## config.mk

```make
export PLATFORM = sky130hd
export DESIGN_NAME = hazard_stall_unit_flat
export DESIGN_NICKNAME = d
export VERILOG_FILES = /design/src/rtl/hazard_stall_unit_if.sv /design/src/rtl/hazard_stall_unit.sv /design/src/flat_wrapper.sv
export SDC_FILE = /design/constraint.sdc
export NUM_CORES = 1
export LEC_CHECK = 0
export ABC_AREA = 1
export BUFFER_PORTS_ARGS = -buffer_cell sky130_fd_sc_hd__buf_2
export CAP_MARGIN = 20
export CORE_UTILIZATION = 40
export CTS_BUF_LIST = sky130_fd_sc_hd__clkbuf_16
export DETAILED_ROUTE_END_ITERATION = 7
export GPL_TIMING_DRIVEN = 0
export HOLD_SLACK_MARGIN = 0.12
export PLACE_DENSITY = 0.85
export SYNTH_ARGS = -nofsm -noshare
export SYNTH_HDL_FRONTEND = slang
export SYNTH_SLANG_ARGS = --single-unit
```

## constraint.sdc

```tcl
create_clock -name clk_i -period 3.7 [get_ports clk_i]
set_clock_uncertainty 0.1 [all_clocks]
set_input_delay 0.74 -clock clk_i [delete_from_list [all_inputs] [get_ports clk_i]]
set_output_delay 0.74 -clock clk_i [all_outputs]
set_load 0.1 [all_outputs]
```

## src/rtl/hazard_stall_unit_if.sv

```systemverilog
// ID-stage hazard interface: pipeline status in, stall/flush controls and mul/div status out.
interface hazard_stall_unit_if;
  logic        IDEX_MemRead_i;
  logic [4:0]  IDEX_RtAddr_i;
  logic        IDEX_MulDiv_i;
  logic [4:0]  IFID_RsAddr_i;
  logic [4:0]  IFID_RtAddr_i;
  logic        IFID_UsesRt_i;
  logic        IFID_HiLoUse_i;
  logic        Branch_taken_i;
  logic        PCWrite_o;
  logic        IFIDWrite_o;
  logic        IDEX_Bubble_o;
  logic        IFID_Flush_o;
  logic        md_busy_o;
  logic        md_done_o;
  logic [31:0] stall_cnt_o;

  modport master (
    output IDEX_MemRead_i, IDEX_RtAddr_i, IDEX_MulDiv_i, IFID_RsAddr_i,
           IFID_RtAddr_i, IFID_UsesRt_i, IFID_HiLoUse_i, Branch_taken_i,
    input  PCWrite_o, IFIDWrite_o, IDEX_Bubble_o, IFID_Flush_o,
           md_busy_o, md_done_o, stall_cnt_o
  );

  modport slave (
    input  IDEX_MemRead_i, IDEX_RtAddr_i, IDEX_MulDiv_i, IFID_RsAddr_i,
           IFID_RtAddr_i, IFID_UsesRt_i, IFID_HiLoUse_i, Branch_taken_i,
    output PCWrite_o, IFIDWrite_o, IDEX_Bubble_o, IFID_Flush_o,
           md_busy_o, md_done_o, stall_cnt_o
  );
endinterface

```

## src/rtl/hazard_stall_unit.sv

```systemverilog
// ID-stage stall/flush controller: load-use, HI/LO-vs-mul/div busy stalls, taken-branch flush.
// Optional stall-cycle performance counter enabled by STALL_PERF_CNT_EN.
module hazard_stall_unit #(
  parameter int unsigned MULDIV_LAT = 4,
  parameter int unsigned CNT_W      = $clog2(MULDIV_LAT) + 1
) (
  input  logic                 clk_i,
  input  logic                 rst_i,
  hazard_stall_unit_if.slave   hz
);

  typedef enum logic {RUN, MD_BUSY} state_e;

  state_e           state_q, state_d;
  logic [CNT_W-1:0] cnt_q, cnt_d;
  logic             lu, hl, stall;

  always_comb begin
    lu = hz.IDEX_MemRead_i && (hz.IDEX_RtAddr_i != 5'd0) &&
         ((hz.IDEX_RtAddr_i == hz.IFID_RsAddr_i) ||
          (hz.IFID_UsesRt_i && (hz.IDEX_RtAddr_i == hz.IFID_RtAddr_i)));
    hl = hz.IFID_HiLoUse_i &&
         ((state_q == MD_BUSY) || ((state_q == RUN) && hz.IDEX_MulDiv_i));
    stall = lu || hl;
  end

  assign hz.PCWrite_o     = !stall;
  assign hz.IFIDWrite_o   = !stall;
  assign hz.IDEX_Bubble_o = stall;
  // Stall wins over flush: branch operands are stale, so the branch re-resolves next cycle.
  assign hz.IFID_Flush_o  = hz.Branch_taken_i && !stall;
  assign hz.md_busy_o     = (state_q == MD_BUSY);
  assign hz.md_done_o     = (state_q == MD_BUSY) && (cnt_q == '0);

  always_comb begin
    state_d = state_q;
    cnt_d   = cnt_q;
    case (state_q)
      RUN: begin
        if (hz.IDEX_MulDiv_i) begin
          state_d = MD_BUSY;
          cnt_d   = CNT_W'(MULDIV_LAT - 1);
        end
      end
      MD_BUSY: begin
        if (cnt_q != '0) cnt_d = cnt_q - CNT_W'(1);
        else             state_d = RUN;
      end
      default: state_d = RUN;
    endcase
  end

  always_ff @(posedge clk_i) begin
    if (rst_i) begin
      state_q <= RUN;
      cnt_q   <= '0;
    end else begin
      state_q <= state_d;
      cnt_q   <= cnt_d;
    end
  end

`ifdef STALL_PERF_CNT_EN
  logic [31:0] stall_cnt_q, stall_cnt_d;

  always_comb begin
    stall_cnt_d = stall_cnt_q;
    if (stall && (stall_cnt_q != '1)) stall_cnt_d = stall_cnt_q + 32'd1;
  end

  always_ff @(posedge clk_i) begin
    if (rst_i) stall_cnt_q <= '0;
    else       stall_cnt_q <= stall_cnt_d;
  end

  assign hz.stall_cnt_o = stall_cnt_q;
`else
  assign hz.stall_cnt_o = '0;
`endif

endmodule

```

## src/flat_wrapper.sv

```systemverilog
// flat-port wrapper written by rule: the top's interface ports become plain ports
module hazard_stall_unit_flat 
#(
  parameter int unsigned MULDIV_LAT = 4,
  parameter int unsigned CNT_W      = $clog2(MULDIV_LAT) + 1
)
  (clk_i, rst_i, hz_IDEX_MemRead_i, hz_IDEX_RtAddr_i, hz_IDEX_MulDiv_i, hz_IFID_RsAddr_i, hz_IFID_RtAddr_i, hz_IFID_UsesRt_i, hz_IFID_HiLoUse_i, hz_Branch_taken_i, hz_PCWrite_o, hz_IFIDWrite_o, hz_IDEX_Bubble_o, hz_IFID_Flush_o, hz_md_busy_o, hz_md_done_o, hz_stall_cnt_o);
  hazard_stall_unit_if hz_i ();
  input  logic clk_i;
  input  logic rst_i;
  input wire logic [$bits(hz_i.IDEX_MemRead_i)-1:0] hz_IDEX_MemRead_i;
  input wire logic [$bits(hz_i.IDEX_RtAddr_i)-1:0] hz_IDEX_RtAddr_i;
  input wire logic [$bits(hz_i.IDEX_MulDiv_i)-1:0] hz_IDEX_MulDiv_i;
  input wire logic [$bits(hz_i.IFID_RsAddr_i)-1:0] hz_IFID_RsAddr_i;
  input wire logic [$bits(hz_i.IFID_RtAddr_i)-1:0] hz_IFID_RtAddr_i;
  input wire logic [$bits(hz_i.IFID_UsesRt_i)-1:0] hz_IFID_UsesRt_i;
  input wire logic [$bits(hz_i.IFID_HiLoUse_i)-1:0] hz_IFID_HiLoUse_i;
  input wire logic [$bits(hz_i.Branch_taken_i)-1:0] hz_Branch_taken_i;
  output wire logic [$bits(hz_i.PCWrite_o)-1:0] hz_PCWrite_o;
  output wire logic [$bits(hz_i.IFIDWrite_o)-1:0] hz_IFIDWrite_o;
  output wire logic [$bits(hz_i.IDEX_Bubble_o)-1:0] hz_IDEX_Bubble_o;
  output wire logic [$bits(hz_i.IFID_Flush_o)-1:0] hz_IFID_Flush_o;
  output wire logic [$bits(hz_i.md_busy_o)-1:0] hz_md_busy_o;
  output wire logic [$bits(hz_i.md_done_o)-1:0] hz_md_done_o;
  output wire logic [$bits(hz_i.stall_cnt_o)-1:0] hz_stall_cnt_o;
  assign hz_i.IDEX_MemRead_i = hz_IDEX_MemRead_i;
  assign hz_i.IDEX_RtAddr_i = hz_IDEX_RtAddr_i;
  assign hz_i.IDEX_MulDiv_i = hz_IDEX_MulDiv_i;
  assign hz_i.IFID_RsAddr_i = hz_IFID_RsAddr_i;
  assign hz_i.IFID_RtAddr_i = hz_IFID_RtAddr_i;
  assign hz_i.IFID_UsesRt_i = hz_IFID_UsesRt_i;
  assign hz_i.IFID_HiLoUse_i = hz_IFID_HiLoUse_i;
  assign hz_i.Branch_taken_i = hz_Branch_taken_i;
  assign hz_PCWrite_o = hz_i.PCWrite_o;
  assign hz_IFIDWrite_o = hz_i.IFIDWrite_o;
  assign hz_IDEX_Bubble_o = hz_i.IDEX_Bubble_o;
  assign hz_IFID_Flush_o = hz_i.IFID_Flush_o;
  assign hz_md_busy_o = hz_i.md_busy_o;
  assign hz_md_done_o = hz_i.md_done_o;
  assign hz_stall_cnt_o = hz_i.stall_cnt_o;
  hazard_stall_unit #(.MULDIV_LAT(MULDIV_LAT), .CNT_W(CNT_W)) u_core (.clk_i(clk_i), .rst_i(rst_i), .hz(hz_i));
endmodule
```

==> impl_results.md <==
* Result of the run: completed
* GRT Total Usage at around 15%
* Largest net degree at the start of global routing at 6
* Final critical-path share of the clock period at ~75%
* Total length of routed wires at approximately 1300 um
* First-pass GRT wire length at roughly 2100 um
* Worst setup slack after placement at a little over 0.9 ns
* Post-synthesis sequential area ratio at a little under an eighth
* Worst hold-check path type: reg -> reg
* Number of gates resized after cts at 0
* Layout net count at around 200
* Die Span X at approximately 43 um
* Number of pins with negative max-slew slack in the final report at 0
* H-tree depth reported by CTS at 1
* Average cell area after synthesis at 5.83 um^2
* Initial standard-cell utilization of the core at 43.5%
* Diodes inserted at 0
* Number of primary I/O pins at 60
* Achievable clock frequency at about 360 MHz
* Placed instance area at 942 um^2
* Number of global-route vias before repair at roughly 570
* Routed length per instance at ~6.7 um
* Area growth syn-to-layout at 51.7%
* Number of distinct standard cells referenced by the synthesized netlist at 19
* # hold bufs at CTS at 0
* Highest net fanout along the worst path at 3
* Fraction of post-synthesis cell area in the top cell type by area at between 30% and 40%
* Post-detail-place hpwl at 1120 um
* FF+latch count, synth at 4
* Total leakage power at about 0.71 nW
* Number of clock sinks at 4
* Clock edge transition at the registers on the reported setup and hold paths at 0.03 ns
* Commonest non-fill, non-tap cell in the layout: buf_4
* Buffers added on ports at 27
* Routed Antenna Nets at 0
* Number of violations of the max-capacitance limit at 0
* CP Class: in -> out
* Synth Cell Area at around 670 um^2
* Number of clock buffers inserted by TritonCTS at 3
* Maximum VDD drop at 0.000293 V
* Initial antenna violation count at 0
* Power density of the placed cells at between 400 and 500 nW/um^2
* Iteration-0 DRC count of the detailed router at 9
* Total setup buffers inserted after CTS at 0
* Fraction of final layout cells with drive strength greater than 1 at a little over 40%
* Share of the core filled with cells at 66.0%
* Number of DRC violations after detailed routing at 0
* Maximum buffer depth of the clock tree at 2
* Post-Layout Inst Area at slightly above 1000 um^2
* Worst path required time at between 2 and 3 ns
* Time the final worst path needs with I/O delays and setup at 2.76 ns
* Data arrival time of the worst path at 1.92 ns
* Dominant cells by area after synthesis: buf_4 37%, nand2_1 17%, dfxtp_1 12%, inv_1 10%, nor2_1 4.5%
* Count of filler cells inserted in the layout at ~140
* CTS tree: yes
* Yosys warning total at 0
* Die extent in y at about 43 um
* Final number of setup-violating endpoints at 0
* Crit end category: primary output
* Drt pass-1 iters at 5
* Footprint of the multi-input gates at ~370 um^2
* Clock insertion delay at the later pin of the skew report at about 0.23 ns
* CORE AREA at between 1500 and 2000 um^2
* Final setup slack of the worst path at 0.938 ns
* Overall die area at about 1800 um^2
* Number of failing hold endpoints at the final stage at 0
* Cells after synthesis at approximately 120
* Root buf cell: clkbuf_16
* Via count at 701
* Cell taking the most area after synthesis: buf_4
* Routed via count divided by cell count at approximately 3.7
* Weighted congestion reported at the end of routability-driven placement at 0.803
* GRT overflow at 0
* TNS Setup at 0 ns
* Sequential cell area at 80.1 um^2
* RSZ-0062 raised after global routing: no
* Commonest cells after routing, fill and taps aside: 33 x buf_4, 32 x conb_1, 30 x nand2_1
* Critical path launch point type: primary input
* Row cnt at 14
==> synthesized netlist by cell type <==
master and instances:
a211oi_1 1, a21oi_1 1, a221oi_1 1, buf_4 33, conb_1 1, dfxtp_1 4, ha_1 2, inv_1 18
inv_2 5, nand2_1 30, nand2_2 2, nand3_1 2, nand4_1 1, nor2_1 8, nor2_2 1, nor3_1 1
o21ai_0 1, o21ai_1 2, xnor2_1 1
==> stage by stage <==
step | cells | total power, W | hold slack (ns)
3_5_place_dp | 189 | 0.000324 | 0.372
2_1_floorplan | 146 | 0.000297 | 0.335
5_1_grt | 192 | 0.000512 | 0.407
3_3_place_gp | 189 | 0.000320 | 0.347
4_1_cts | 192 | 0.000495 | 0.376
6_report | 192 | 0.000493 | 0.382
==> report_power, final <==
group,internal (W),leakage (nW),total (W),switching [W]
clock,0.000138,0.0370,0.000168,0.0000301
combinational,0.0000520,0.636,0.000274,0.000222
sequential,0.0000482,0.0333,0.0000506,0.00000240
==> final cells by class <==
class,count,share of cell area (%)
sequential,4,7.87
tap,16,1.97
clock buffer,3,7.38
buffer,33,24.4
multi-input combinational,86,36.7
inverter,23,8.49
timing repair buffer,27,13.3
==> worst max-delay path, stage by stage <==
cell     delay (ns)
buf_2          0.12
inv_2          0.06
nand4_1        0.11
o21ai_1        0.13
inv_1          0.05
nand2_1        0.08
nand2_2        0.06
inv_1          0.07
buf_4          0.10
buf_2          0.41
==> state kept, by name, summed over array words and instances (netlist names) <==
| register | flops |
|---|---|
| u_core.hz.md_busy_o | 1 |
| u_core.cnt_q | 3 |
==> cell families (layout without fill, tap and decap cells) <==
| kind of cell | count (synthesis) | in the layout | share of synthesized area, % |
|---|---|---|---|
| compound gates | 6 | 6 | 5.41 |
| xor+xnor | 1 | 1 | 1.31 |
| fa+ha+maj | 2 | 2 | 3.73 |
| buf+inv | 56 | 86 | 49.8 |
| flops | 4 | 4 | 11.9 |
| other cells | 1 | 32 | 0.559 |
| simple gates | 45 | 45 | 27.2 |
==> metal layers <==
layer  track usage (%)  up-vias  wire [um]
li1                  -      397          -
met1              15.9      261        510
met2              26.7       41        604
met3              3.83        2        147
met4              9.09        0         18
met5                 0        -          0
==> path summary, 6_finish.rpt <==
kind,slack (ns),end,from,cells past startpoint
worst min-delay path,0.38,u_core.cnt_q[2],u_core.cnt_q[2],2
worst max register to register,2.24,u_core.cnt_q[1],u_core.cnt_q[0],6
worst max-delay path,0.94,hz_PCWrite_o,hz_IDEX_RtAddr_i[3],10
worst min register to register,0.38,u_core.cnt_q[2],u_core.cnt_q[2],2
Power figures use the tool's default switching activity.
